File: config.mk
export PLATFORM = sky130hd
export DESIGN_NAME = sync_fifo_drain
export DESIGN_NICKNAME = d
export VERILOG_FILES = /design/src/rtl/sync_fifo_drain.sv
export SDC_FILE = /design/constraint.sdc
export NUM_CORES = 1
export LEC_CHECK = 0
export BUFFER_PORTS_ARGS = -buffer_cell sky130_fd_sc_hd__buf_2
export CORE_ASPECT_RATIO = 1.5
export CORE_MARGIN = 2
export CORE_UTILIZATION = 35
export CTS_CLUSTER_DIAMETER = 30
export CTS_CLUSTER_SIZE = 10
export DETAILED_ROUTE_END_ITERATION = 7
export SLEW_MARGIN = 20
export SYNTH_ARGS = -nofsm -noshare
export SYNTH_HDL_FRONTEND = slang
export SYNTH_SLANG_ARGS = --single-unit
File: constraint.sdc
create_clock -name clk -period 3.17 [get_ports clk]
set_input_delay 0.317 -clock clk [delete_from_list [all_inputs] [get_ports clk]]
set_output_delay 0.317 -clock clk [all_outputs]
set_load 0.01 [all_outputs]
File: src/rtl/sync_fifo_drain.sv
// Read-side drain controller for sync_fifo: bursts words into a 2-entry skid buffer and a valid/ready stream.
// Optional FIFO_DRAIN_PARITY_EN adds out_parity, stored per word at capture.
module sync_fifo_drain #(
  parameter int WIDTH     = 16,
  parameter int CNT_BITS  = 5,
  parameter int BURST_MIN = 4
) (
  input  logic                clk,
  input  logic                reset,
  output logic                fifo_read,
  input  logic [WIDTH-1:0]    fifo_data,
  input  logic                fifo_empty,
  input  logic                fifo_full,
  input  logic [CNT_BITS-1:0] fifo_counter,
  input  logic                flush,
  output logic                out_valid,
  input  logic                out_ready,
  output logic [WIDTH-1:0]    out_data,
  output logic                busy,
  output logic [15:0]         words_sent
`ifdef FIFO_DRAIN_PARITY_EN
  ,
  output logic                out_parity
`endif
);

  localparam logic [0:0] IDLE  = 1'b0;
  localparam logic [0:0] DRAIN = 1'b1;
  localparam logic [CNT_BITS-1:0] L_BURST = CNT_BITS'(BURST_MIN);

  logic [0:0]       r_state;
  logic [0:0]       w_state_nxt;
  logic             r_pend;
  logic [1:0]       r_occ;
  logic [WIDTH-1:0] r_buf0;
  logic [WIDTH-1:0] r_buf1;
  logic [15:0]      r_words;
  logic             w_pop;
  logic [1:0]       w_outst;
  logic             w_trigger;

  assign w_pop     = out_valid && out_ready;
  // pop implies occ >= 1, so this never wraps below zero
  assign w_outst   = r_occ + {1'b0, r_pend} - {1'b0, w_pop};
  assign w_trigger = !fifo_empty && ((fifo_counter >= L_BURST) || fifo_full || flush);
  assign fifo_read = (r_state == DRAIN) && !fifo_empty && (w_outst < 2'd2);

  assign out_valid  = (r_occ != 2'd0);
  assign out_data   = r_buf0;
  assign busy       = (r_state == DRAIN);
  assign words_sent = r_words;

  always_comb begin
    w_state_nxt = r_state;
    case (r_state)
      IDLE:    if (w_trigger) w_state_nxt = DRAIN;
      DRAIN:   if (fifo_empty && (r_occ == 2'd0) && !r_pend) w_state_nxt = IDLE;
      default: w_state_nxt = IDLE;
    endcase
  end

  always_ff @(posedge clk) begin
    if (reset) begin
      r_state <= IDLE;
      r_pend  <= 1'b0;
      r_occ   <= 2'd0;
      r_buf0  <= '0;
      r_buf1  <= '0;
      r_words <= '0;
    end else begin
      r_state <= w_state_nxt;
      r_pend  <= fifo_read;
      if (w_pop) r_words <= r_words + 16'd1;
      // buf0 is always the head; buf1 only holds the second word when occ==2
      case ({r_pend, w_pop})
        2'b10: begin
          if (r_occ == 2'd0) r_buf0 <= fifo_data;
          else               r_buf1 <= fifo_data;
          r_occ <= r_occ + 2'd1;
        end
        2'b01: begin
          r_buf0 <= r_buf1;
          r_occ  <= r_occ - 2'd1;
        end
        2'b11: begin
          if (r_occ == 2'd1) begin
            r_buf0 <= fifo_data;
          end else begin
            r_buf0 <= r_buf1;
            r_buf1 <= fifo_data;
          end
        end
        default: ;
      endcase
    end
  end

`ifdef FIFO_DRAIN_PARITY_EN
  logic r_par0;
  logic r_par1;
  logic w_cap_par;

  assign w_cap_par  = ^fifo_data;
  assign out_parity = r_par0;

  always_ff @(posedge clk) begin
    if (reset) begin
      r_par0 <= 1'b0;
      r_par1 <= 1'b0;
    end else begin
      case ({r_pend, w_pop})
        2'b10: begin
          if (r_occ == 2'd0) r_par0 <= w_cap_par;
          else               r_par1 <= w_cap_par;
        end
        2'b01: r_par0 <= r_par1;
        2'b11: begin
          if (r_occ == 2'd1) begin
            r_par0 <= w_cap_par;
          end else begin
            r_par0 <= r_par1;
            r_par1 <= w_cap_par;
          end
        end
        default: ;
      endcase
    end
  end
`endif

endmodule

* After elaboration in Yosys (flattened, before gate mapping)
Index checks and enable logic that the tools add are counted.
Widths: inputs -> output; s select.
** Word-level totals
- Output and inout bits :: 35
- Word-level logic and storage cells :: 48
- Flip-flop bits (word level) :: 52
- Bits of input ports :: 27
** Cells by class
- Order comparisons :: 2
- Reduce and logical (&&, ||, !) cells :: 17
- $add $sub $neg :: 5
- Equal/unequal tests :: 7
- Bitwise gates (word level) :: 1
- Mux-type cells :: 10
** Operator list (count)
- $mux 16 :: 4
- $pmux 16 s3 :: 1
- $pmux 16 s2 :: 1
- $add 16x1->16 const B :: 1
- $logic_and 1x1->1 :: 6
- $ne 2x2->1 const B :: 3
- $reduce_bool 2->1 :: 3
- $ge 5x3->1 const B :: 1
- $eq 2x1->1 const B :: 2
- $eq 2x2->1 const B :: 2
- $pmux 2 s2 :: 1
- $reduce_and 3->1 :: 1
- $reduce_bool 3->1 :: 1
- $add 2x1->2 :: 1
- $add 2x1->2 const B :: 1
- $logic_not 1->1 :: 2
- $logic_not 2->1 :: 1
- $logic_or 1x1->1 :: 2
- $lt 2x2->1 const B :: 1
- $mux 1 :: 2
- $pmux 1 s2 :: 1
- $reduce_and 2->1 :: 1
- $sub 2x1->2 :: 1
- $sub 2x1->2 const B :: 1
- $not 1->1 :: 1

* Logic depth before layout (Yosys ltp)
Gate-level depths: netlist (run 1).
- Depth in word-level cells :: 6
- Depth in mapped cells :: 11

* Worst setup path before layout (run 1)
Ideal clock, no wire load.
- Kind :: register to register
- From :: register r_occ[0]
- To :: register r_buf1[6]
- Path slack :: 1.023 ns
- Data required time :: 3.042 ns
- Data arrival time :: 2.019 ns
- Path buffers :: 2
- Stages on the path, launching flop included :: 11
- Path through :: dfxtp_1 inv_1 ha_1 nor2b_1 buf_2 inv_1 ha_1 o211ai_2 buf_4 mux2i_1 nor2_1
** Between the ends
- Longest elaborated chain between the ends :: 5
- Elaborated cells on any way between the ends :: 11
- Classes of those cells :: 5 x eq/ne; 1 x mux; 5 x reduce/logical
** RTL lines
- start, declared :: line 34 : logic [1:0] r_occ;
- start signal, assigned :: line 79 : r_occ <= r_occ + 2'd1;
- start signal, assigned :: line 83 : r_occ <= r_occ - 2'd1;
- $reduce_bool 2->1 * :: line 48 : assign out_valid = (r_occ != 2'd0);
- $logic_and 1x1->1 * :: line 42 : assign w_pop = out_valid && out_ready;
- named net w_pop :: line 38 : logic w_pop;
- $eq 2x2->1 :: line 75 : case ({r_pend, w_pop})
- $ne 2x2->1 (no source line) or $reduce_bool 2->1 (tied branches)
- $reduce_and 3->1 (no source line)
- end signal, assigned :: line 78 : else r_buf1 <= fifo_data;
- end signal, assigned :: line 90 : r_buf1 <= fifo_data;
- end, declared :: line 36 : logic [WIDTH-1:0] r_buf1;
The timed path passes the listed nets; every way through them passes the cells marked *.
A chain may end at the register's enable or synchronous reset.

* Worst setup path in the final report (run 1)
- From :: register r_occ[0]
- To :: output port fifo_read
** Between the ends
- Longest elaborated chain between the ends :: 5
- Elaborated cells on any way between the ends :: 6
- Classes of those cells :: 2 x add/sub; 1 x order compare; 3 x reduce/logical
** RTL lines
- parallel branches: the longest is 2 deep, another holds $add 2x1->2
- $sub 2x1->2 * :: line 44 : assign w_outst = r_occ + {1'b0, r_pend} - {1'b0, w_pop};
- $lt 2x2->1 * :: line 46 : assign fifo_read = (r_state == DRAIN) && !fifo_empty && (w_outst < 2'd2);
- $logic_and 1x1->1 * :: line 46
- end, declared :: line 10 : output logic fifo_read,
Every way passes the cells marked *.

==> flow_summary.json, run 1 <==
{
  "yosysTopAreaCellShare_pct": 45.4,
  "crit_path_end_kind": "output pin",
  "grt_setup_unrepaired": "false",
  "slew_headroom_pct": 47.8,
  "internal-power_w": 0.00123,
  "r2r_slack_ns": 0.81,
  "syn_avg_cell_area_sq_um": 9.51,
  "clockPowerShare_pct": 18.7,
  "fin_setup_tns_ns": 0,
  "cellPowerDensity_nw_per_um2": 703,
  "die_y_um": 103,
  "clock-skew-final_ns": 0.00419,
  "path_cells": "inv_1 > ha_1 > nor2b_1 > buf_4 > ha_1 > nor2b_1 > xnor2_1 > nor3b_1 > buf_2",
  "hold_path.class": "in -> reg",
  "postCtsSetupBuffers": 0,
  "yosysSeqAreaShare_pct": 45.4,
  "required_ns": 2.85,
  "yosys-top-cells-area": "dfxtp_1 (45%), nor2_1 (7.9%), mux2i_1 (7.4%), a211oi_1 (5.9%), a22oi_1 (5.2%)",
  "setup_viol": 0,
  "grt_pass1_wl_mm": 8.09,
  "drtIter0Drc": 52,
  "synthFlopType": "dfxtp_1",
  "cpMaxStageDelayCell": "dfxtp_1",
  "clockBufferDepth": 2,
  "report.final.slew_viol_count": 0,
  "cpPeakStageDelay_ns": 0.38,
  "max_freq_ghz": 0.401,
  "vias_per_cell": 4.98,
  "max_cap_viol_count": 0,
  "cpLargestDelayFamily": "adder cells",
  "critical_path_class": "reg -> out",
  "gp_congestion": 0.729,
  "synthMostInstantiatedCell": "dfxtp_1",
  "overflow": 0,
  "final_nets": 332,
  "grtUsageTotal_pct": 14.1,
  "antenna_found_initial": 0,
  "worstPathBufferInverterCount": 3,
  "yosysTopAreaCell": "dfxtp_1",
  "synth_edf_count": 0,
  "cp_max_fo": 8,
  "syn_to_final_growth_pct": 19.0,
  "fin_crit_sh_pct": 78.6,
  "cts_buffers": 5,
  "status": "finished, final reports clean",
  "io_pins": 62,
  "core_sq_um": 6400,
  "dp_hpwl_mm": 3.47,
  "vdd_ir_drop_max_mv": 0.242,
  "antennaDiodeCount": 0,
  "cts.clk_slew.worst_paths_ns": 0.09,
  "arrival_ns": 2.18,
  "cts_tree": "built",
  "syn_nets": 275,
  "switching_share_pct": 35.9,
  "syn_area_sq_um": 2290,
  "ant_nets": 0,
  "start_util_pct": 35.8,
  "cts-htree-levels": 2,
  "numPortBuffers": 59,
  "p_comb_share_pct": 37.7,
  "crit_path_start_kind": "flip-flop",
  "tightest_slew_ns": 0.782,
  "p_sw_w": 0.000689,
  "ctsHoldBuffers": 0,
  "post-place-ws_ns": 0.783,
  "vias": 1864,
  "grt_pass1_vias": 1742,
  "totalWireLength_mm": 4.98,
  "worst_hold_slack_ns": 0.203,
  "syn_inst": 241,
  "firstDrtPassIters": 4,
  "period_needed_ns": 2.49,
  "ys_seq_elements": 52,
  "wl_per_cell_um": 13.3,
  "final.setup.worst_slack_ns": 0.678,
  "p_total_w": 0.00192,
  "synthArstFlopShare_pct": 0,
  "cts-root-buf": "clkbuf_8",
  "synth_cell_types": 36,
  "grt_start_max_net_pins": 37,
  "finalHoldViolCount": 0,
  "die_width_um": 70.1,
  "post_cts_resized": 0,
  "drc": 0,
  "drive_gt1_share_pct": 24.8,
  "rows": 36,
  "cts.sinks": 52,
  "die_area_sq_um": 7230,
  "yosys_warnings": 0,
  "cellLeakagePower_nw": 1.30,
  "synthTopCellsByCount": "dfxtp_1 (52), nor2_1 (48), a211oi_1 (18)",
  "power_frac_seq_pct": 43.6,
  "worstSkewPairLatency_ns": 0.30
}
[worst register-to-register path, cell delays in order (launching register included)]
cell      delay (ns)
dfxtp_1         0.33
inv_1           0.09
ha_1            0.27
nor2b_1         0.07
buf_4           0.17
ha_1            0.24
o21ai_2         0.65
a22oi_1         0.20
a211oi_1        0.27
[metrics by stage]
stage / util (%) / instances / area (sq um)
floorplan: - / 241 / 2290
global placement: 41.4 / 367 / 2650
detailed placement: 41.4 / 367 / 2650
CTS: 42.6 / 374 / 2730
global route: 42.6 / 374 / 2730
finish: 42.6 / 374 / 2730
[power by group through the flow]
stage / logic [W] / clock network [W] / registers, W
after global routing: 0.000819 / 0.000399 / 0.000852
after detailed placement: 0.000731 / 0 / 0.000853
final: 0.000723 / 0.000359 / 0.000837
after global placement: 0.000720 / 0 / 0.000849
after CTS: 0.000733 / 0.000375 / 0.000839
after floorplan: 0.000479 / 0 / 0.000888
[cells by family after synthesis]
group	after synthesis	share of synthesized area, %
multiplexers	20	8.90
buffers and inverters	20	3.88
AO/OA/AOI/OAI	45	14.4
XOR/XNOR	13	4.97
AND/OR/NAND/NOR	84	18.6
adder cells (fa/ha/maj)	7	3.82
flip-flops	52	45.4
[layout make-up]
| type | instances | area, sq um |
|---|---|---|
| Clock inverter | 1 | 5.00 |
| Inverter | 7 | 26.3 |
| Clock buffer | 6 | 72.6 |
| Fill cell | 661 | 3670 |
| Timing Repair Buffer | 63 | 325 |
| Sequential cell | 52 | 1040 |
| Tap cell | 76 | 95.1 |
| Multi-Input combinational cell | 169 | 1160 |
[state kept, by name, indices dropped and copies added (netlist names)]
signal	flops
out_data	16
words_sent	16
busy	1
r_buf1	16
r_occ	2
r_pend	1
[path summary, 6_finish.rpt]
check | from | endpoint | cells after the start
setup / recovery | r_occ[0] | fifo_read | 9
hold / removal | fifo_empty | busy | 2
setup reg to reg | r_occ[1] | out_data[10] | 8
hold reg to reg | out_data[2] | out_data[2] | 2
[layout by cell type, fill, tap and decap left out, drive strengths merged, types with 3 or more instances in the layout]
cell type / count
o21ai: 4
dfxtp: 52
mux2: 3
a211oi: 18
nand4: 5
xor2: 8
nor2b: 6
nor3: 3
inv: 7
buf: 63
nor2: 48
xnor2: 5
clkbuf: 6
a22oi: 16
nand2: 7
mux2i: 17
ha: 7
a21oi: 3
[metal layers]
metal  routed length (um)  part of all wire, %  global-route usage, %  vias to the layer above
li1                     -                    -                      -                      959
met1                 2070                   42                   15.0                      857
met2                 2580                   52                   26.7                       42
met3                  248                  5.0                   4.01                        6
met4                   77                  1.5                   4.88                        0
met5                    0                    0                      0                        -
Power figures use the tool's default switching activity.
==> run 2, diff against run 1 <==
--- a/config.mk
+++ b/config.mk
@@ -5,6 +5,7 @@
 export SDC_FILE = /design/constraint.sdc
 export NUM_CORES = 1
 export LEC_CHECK = 0
+export ABC_AREA = 1
 export BUFFER_PORTS_ARGS = -buffer_cell sky130_fd_sc_hd__buf_2
 export CORE_ASPECT_RATIO = 1.5
 export CORE_MARGIN = 2
==> constraint.sdc (replaced) <==
create_clock -name clk -period 2.4 [get_ports clk]
set_input_delay 0.24 -clock clk [delete_from_list [all_inputs] [get_ports clk]]
set_output_delay 0.24 -clock clk [all_outputs]
set_load 0.01 [all_outputs]
==> run 2 against run 1 <==
- synthesized area grew 6.1%
- clock skew rose by 0.0034 ns
- die area up 5.8%
- hold slack gained 0.029 ns
- via count is 21% higher
- synthesized cell count increased by 40%
- global-route usage increased by 0.94 points
- setup slack got worse by 0.46 ns
- critical path type unchanged
- critical endpoint unchanged
- largest power group unchanged
- highest routed layer unchanged
==> flow_summary.json, run 2 <==
{
  "setup_viol": 0,
  "cts-htree-levels": 2,
  "cts_buffers": 5,
  "antennaDiodeCount": 0,
  "finalHoldViolCount": 0,
  "synthFlopType": "dfxtp_1",
  "syn_inst": 338,
  "placed_cells": 465,
  "clockBufferDepth": 2,
  "fin_crit_sh_pct": 90.9,
  "worst_path_most_repeated_cell": "ha_1",
  "instances_no_fill": 474,
  "cpPeakStageDelay_ns": 0.34,
  "wl_per_cell_um": 11.3,
  "yosysSeqAreaShare_pct": 42.8,
  "grt_setup_unrepaired": "false",
  "cts.sinks": 52,
  "synth_top_family_by_area": "simple AND/OR/NAND/NOR gates",
  "die_y_um": 106,
  "layout_commonest_cell": "nand2_1",
  "grt_pass1_wl_mm": 9.23,
  "antenna_found_initial": 0,
  "grt_start_max_net_pins": 44,
  "arrival_ns": 1.94,
  "start_util_pct": 35.7,
  "crit_path_start_kind": "flip-flop",
  "yosys-top-cells-area": "dfxtp_1 (43%), nand2_1 (10%), inv_1 (9.1%), a21oi_1 (5.4%), o21ai_0 (5.1%)",
  "crit_path_end_kind": "output pin",
  "synthArstFlopShare_pct": 0,
  "cpMaxStageDelayCell": "dfxtp_1",
  "drc": 0,
  "fin_setup_tns_ns": 0,
  "worstSkewPairLatency_ns": 0.30,
  "cts_tree": "built",
  "io_pins": 62,
  "synth_compound_area_share_pct": 18.3,
  "synth_xor_area_share_pct": 1.08,
  "syn_avg_cell_area_sq_um": 7.19,
  "synth_edf_count": 0,
  "max_freq_ghz": 0.458,
  "period_needed_ns": 2.18,
  "slew_headroom_pct": 51.9,
  "max_cap_viol_count": 0,
  "vias_per_cell": 4.77,
  "gp_congestion": 0.874,
  "clock-skew-final_ns": 0.00754,
  "syn_nets": 372,
  "dp_hpwl_mm": 3.77,
  "path_cells": "inv_1 > ha_1 > nor2_4 > ha_1 > o21ai_0 > nand3_1 > nor2_1 > buf_2",
  "vias": 2262,
  "cts-root-buf": "clkbuf_8",
  "ant_nets": 0,
  "totalWireLength_mm": 5.35,
  "muxShareOfSynthArea_pct": 0,
  "syn_to_final_growth_pct": 19.9,
  "critical_path_class": "reg -> out",
  "yosysTopAreaCellShare_pct": 42.8,
  "cp_max_fo": 6,
  "cts.clk_slew.worst_paths_ns": 0.09,
  "yosys_warnings": 0,
  "syn_area_sq_um": 2430,
  "numPortBuffers": 59,
  "cellLeakagePower_nw": 1.39,
  "synthMostInstantiatedCell": "nand2_1",
  "synth_cell_types": 27,
  "synthTopCellsByCount": "nand2_1 (65), inv_1 (59), dfxtp_1 (52)",
  "report.final.slew_viol_count": 0,
  "final_nets": 429,
  "ys_seq_elements": 52,
  "status": "finished, final reports clean",
  "cellPowerDensity_nw_per_um2": 787,
  "required_ns": 2.16,
  "overflow": 0,
  "firstDrtPassIters": 4,
  "grtUsageTotal_pct": 15.1,
  "synth_fa_ha_area_share_pct": 3.60,
  "yosysTopAreaCell": "dfxtp_1",
  "drtIter0Drc": 77,
  "synthSimpleGateAreaFrac_pct": 22.1,
  "die_width_um": 72.1,
  "final_cell_mix": "nand2_1 (65), inv_1 (59), buf_2 (59), dfxtp_1 (52), nor2_1 (29)",
  "drive_gt1_share_pct": 19.7,
  "die_area_sq_um": 7640,
  "vdd_ir_drop_max_mv": 0.393,
  "core_sq_um": 6810,
  "rows": 37,
  "grt_pass1_vias": 2100,
  "tightest_slew_ns": 0.722,
  "hold_path.class": "in -> reg"
}
[run 2: changes by cell type after synthesis, moves of 6 or more]
cell and change:
a211oi_1 -18, a21oi_1 +23, a22oi_1 -16, inv_1 +52, mux2i_1 -17, nand2_1 +58
nand3_1 +20, nor2_1 -18, nor2b_1 -6, o211ai_1 +16, o21ai_0 +22, xor2_1 -6
[run 2: cell families after synthesis]
family,Yosys count
adders and majority gates,7
and+or+nand+nor,129
DFF,52
AOI/OAI and AO/OA,74
xor gates and xnor gates,3
buffers and inverters,73
[run 2: final cells by class]
| class | instances | area [sq um] |
|---|---|---|
| tap | 78 | 97.6 |
| timing repair buffer | 63 | 338 |
| clock buffer | 6 | 72.6 |
| inverter | 60 | 225 |
| fill | 725 | 3890 |
| clock inverter | 2 | 35.0 |
| sequential | 52 | 1040 |
| multi-input combinational | 213 | 1100 |
[run 2: metal layers]
metal	global-route usage (%)	part of all wire, %	vias up
li1	-	-	1195
met1	17.8	43	1005
met2	26.5	52	56
met3	2.18	3.9	6
met4	6.47	1.7	0
met5	0	0	-
[run 2: metrics by stage]
| stage | cell area (sq um) | power, W | hold slack [ns] | util, % | setup WS [ns] |
|---|---|---|---|---|---|
| floorplan | 2430 | 0.00152 | 0.423 | - | 0.516 |
| global placement | 2790 | 0.00171 | 0.432 | 41.0 | 0.199 |
| detailed placement | 2790 | 0.00172 | 0.439 | 41.0 | 0.173 |
| CTS | 2900 | 0.00233 | 0.215 | 42.6 | 0.0573 |
| global route | 2910 | 0.00246 | 0.234 | 42.8 | 0.0000229 |
| finish | 2910 | 0.00229 | 0.232 | 42.8 | 0.218 |
[run 2: power breakdown]
group          internal, W  switching (W)
sequential        0.000985      0.0000641
clock             0.000310       0.000281
combinational     0.000258       0.000397
total              0.00155       0.000742
[run 2: repair_timing]
action	in CTS	in global routing
pin swaps	0	1
setup endpoints to repair	1	1
gates resized for setup	1	1
hold buffers	0	0
buffers inserted	0	1
[run 2: worst paths after layout]
path                               startpoint          end  slack (ns)  cells past startpoint
worst max-delay path                 r_occ[0]    fifo_read        0.22                      8
worst min-delay path            fifo_data[15]   r_buf1[15]        0.23                      3
worst max register to register       r_occ[0]  out_data[3]        0.31                      9
worst min register to register     r_buf1[10]   r_buf1[10]        0.45                      2
[run 2: critical path, delay by kind of cell, from the launching register on]
kind                     cells  cell delay, ns
AND/OR/NAND/NOR              3            0.38
buffers and inverters        2            0.22
flip-flops                   1            0.34
adder cells (fa/ha/maj)      2            0.54
AO/OA/AOI/OAI                1            0.16
==> run 3, diff against run 2 <==
--- a/config.mk
+++ b/config.mk
@@ -5,7 +5,6 @@
 export SDC_FILE = /design/constraint.sdc
 export NUM_CORES = 1
 export LEC_CHECK = 0
-export ABC_AREA = 1
 export BUFFER_PORTS_ARGS = -buffer_cell sky130_fd_sc_hd__buf_2
 export CORE_ASPECT_RATIO = 1.5
 export CORE_MARGIN = 2
==> run 3 against run 2 <==
- non-clock buffer count is 2 higher
- setup slack worse by 0.045 ns
- count of clock-buffer cells in the layout is 1 higher
- sequential power is 6% higher
- maximum frequency is 2.0% lower
- die area is 5.5% lower
- global-route usage is 0.40 points lower
- register-to-register slack worse by 0.05 ns
- first-iteration DRC count is 30% lower
- critical path type unchanged
- critical endpoint unchanged
- largest cell class unchanged
==> flow_summary.json, run 3 (synthesis results as in run 1) <==
{
  "status": "finished, final reports clean",
  "dpl_cell_area_sq_um": 2690,
  "dp_hpwl_mm": 3.45,
  "drtIter0Drc": 54,
  "cellLeakagePower_nw": 1.32,
  "drc": 0,
  "setup_viol": 0,
  "totalWireLength_mm": 4.90,
  "p_sw_w": 0.000928,
  "cpMaxStageDelayCell": "dfxtp_1",
  "vdd_ir_drop_max_mv": 0.423,
  "numPortBuffers": 59,
  "whs_endpoint": "busy",
  "grt_pass1_vias": 1852,
  "arrival_ns": 1.99,
  "max_freq_ghz": 0.449,
  "switching_share_pct": 35.5,
  "tightest_slew_ns": 0.737,
  "cpPeakStageDelay_ns": 0.38,
  "cts.sinks": 52,
  "path_cells": "inv_1 > ha_1 > nor2b_4 > ha_1 > nor2b_1 > xnor2_1 > nor3b_2 > buf_2",
  "start_util_pct": 35.8,
  "finalHoldViolCount": 0,
  "grtUsageTotal_pct": 14.7,
  "cts_tree": "built",
  "final_cell_mix": "buf_2 (59), dfxtp_1 (52), nor2_1 (48), a211oi_1 (18), mux2i_1 (17)",
  "worst_hold_slack_ns": 0.149,
  "wl_per_cell_um": 13.0,
  "cts-root-buf": "clkbuf_8",
  "r2r_cells": 7,
  "core_sq_um": 6400,
  "grt_busiest_layer": "met2",
  "cts_buffers": 5,
  "cp_max_fo": 6,
  "r2r_slack_ns": 0.26,
  "rows": 36,
  "final.setup.worst_slack_ns": 0.173,
  "hold_path.class": "in -> reg",
  "syn_to_final_growth_pct": 21.6,
  "final_nets": 334,
  "cts-htree-levels": 2,
  "grt_pass1_wl_mm": 8.57,
  "cellPowerDensity_nw_per_um2": 938,
  "clock-skew-final_ns": 0.0123,
  "required_ns": 2.16,
  "report.final.slew_viol_count": 0,
  "worstHoldStart": "fifo_empty",
  "grt_setup_unrepaired": "false",
  "internal-power_w": 0.00169,
  "clockPowerShare_pct": 19.0,
  "gp_congestion": 0.750,
  "die_y_um": 103,
  "crit_path_end_kind": "output pin",
  "firstDrtPassIters": 4,
  "die_width_um": 70.1,
  "crit_path_start_kind": "flip-flop",
  "die_area_sq_um": 7230,
  "max_cap_viol_count": 0,
  "grt_start_max_net_pins": 35,
  "overflow": 0,
  "met2_usage_pct": 27.0,
  "critical_path_class": "reg -> out",
  "vias": 1884,
  "slew_headroom_pct": 50.9,
  "reg2reg_to": "out_data[3]",
  "fin_setup_tns_ns": 0,
  "drive_gt1_share_pct": 25.9,
  "worstSkewPairLatency_ns": 0.30,
  "hold_depth": 2,
  "rr_startpoint": "r_occ[1]",
  "power_frac_seq_pct": 42.3,
  "vias_per_cell": 5.00,
  "period_needed_ns": 2.23,
  "worst_path_most_repeated_cell": "ha_1",
  "post-place-ws_ns": 0.102,
  "io_pins": 62,
  "antenna_found_initial": 0,
  "layout_commonest_cell": "buf_2",
  "cts.clk_slew.worst_paths_ns": 0.10,
  "antennaDiodeCount": 0,
  "fin_crit_sh_pct": 92.8,
  "p_comb_share_pct": 38.7,
  "final_area_sq_um": 2790,
  "clockBufferDepth": 2,
  "grt_util_met1_pct": 17.0,
  "grt_util_met3_pct": 3.13,
  "ant_nets": 0
}
==> run 3: through the flow <==
step	utilization, %	total power [W]	cells
after floorplan	-	0.00181	241
after global placement	42.1	0.00213	369
after detailed placement	42.1	0.00214	369
after CTS	43.4	0.00265	377
after global routing	43.6	0.00282	377
final	43.6	0.00261	377
==> run 3: how the worst max path moves through the flow <==
| stage | startpoint | to | slack [ns] | depth (start not counted) |
|---|---|---|---|---|
| 6_report | r_occ[0] | fifo_read | 0.17 | 8 |
| 5_1_grt | r_occ[1] | out_data[0] | 0.003 | 7 |
| 4_1_cts | r_occ[0] | fifo_read | 0.02 | 8 |
| 3_5_place_dp | r_occ[0] | out_data[7] | 0.10 | 8 |
| 3_3_place_gp | r_occ[0] | out_data[13] | 0.13 | 8 |
| 2_1_floorplan | r_occ[0] | r_buf1[6] | 0.25 | 10 |
==> run 3: what timing repair did <==
item	4_1_cts	5_1_grt
resized for setup	1	2
buffers inserted	0	0
hold buffers	0	0
setup endpoints to repair	1	6
pin swaps	0	0
==> run 3: per-layer routing <==
layer	up-vias	wire length [um]
met2	46	2440
met4	0	66
met5	-	0
met1	866	2190
li1	967	-
met3	5	197
==> run 3: area by class of cell <==
type                    instances  area, sq um
clock buffers                   7         76.3
well taps                      76         95.1
fillers                       655         3610
repair buffers                 65          365
multi-input cells             169         1170
flip-flops and latches         52         1040
clock inverters                 1         8.76
inverters                       7         26.3
==> run 3: worst max-delay path, delay by kind of cell, from the launching register on <==
kind                       cells  cell delay (ns)
adders and majority gates      2             0.49
and+or+nand+nor                3             0.48
DFF                            1             0.38
buffers and inverters          2             0.23
xor gates and xnor gates       1             0.09
==> run 3: power by group through the flow <==
stage	clock network, W	registers, W	logic, W
detailed placement	0	0.00113	0.00101
CTS	0.000522	0.00111	0.00102
finish	0.000495	0.00111	0.00101
floorplan	0	0.00117	0.000632
global placement	0	0.00112	0.00100
global route	0.000551	0.00113	0.00115
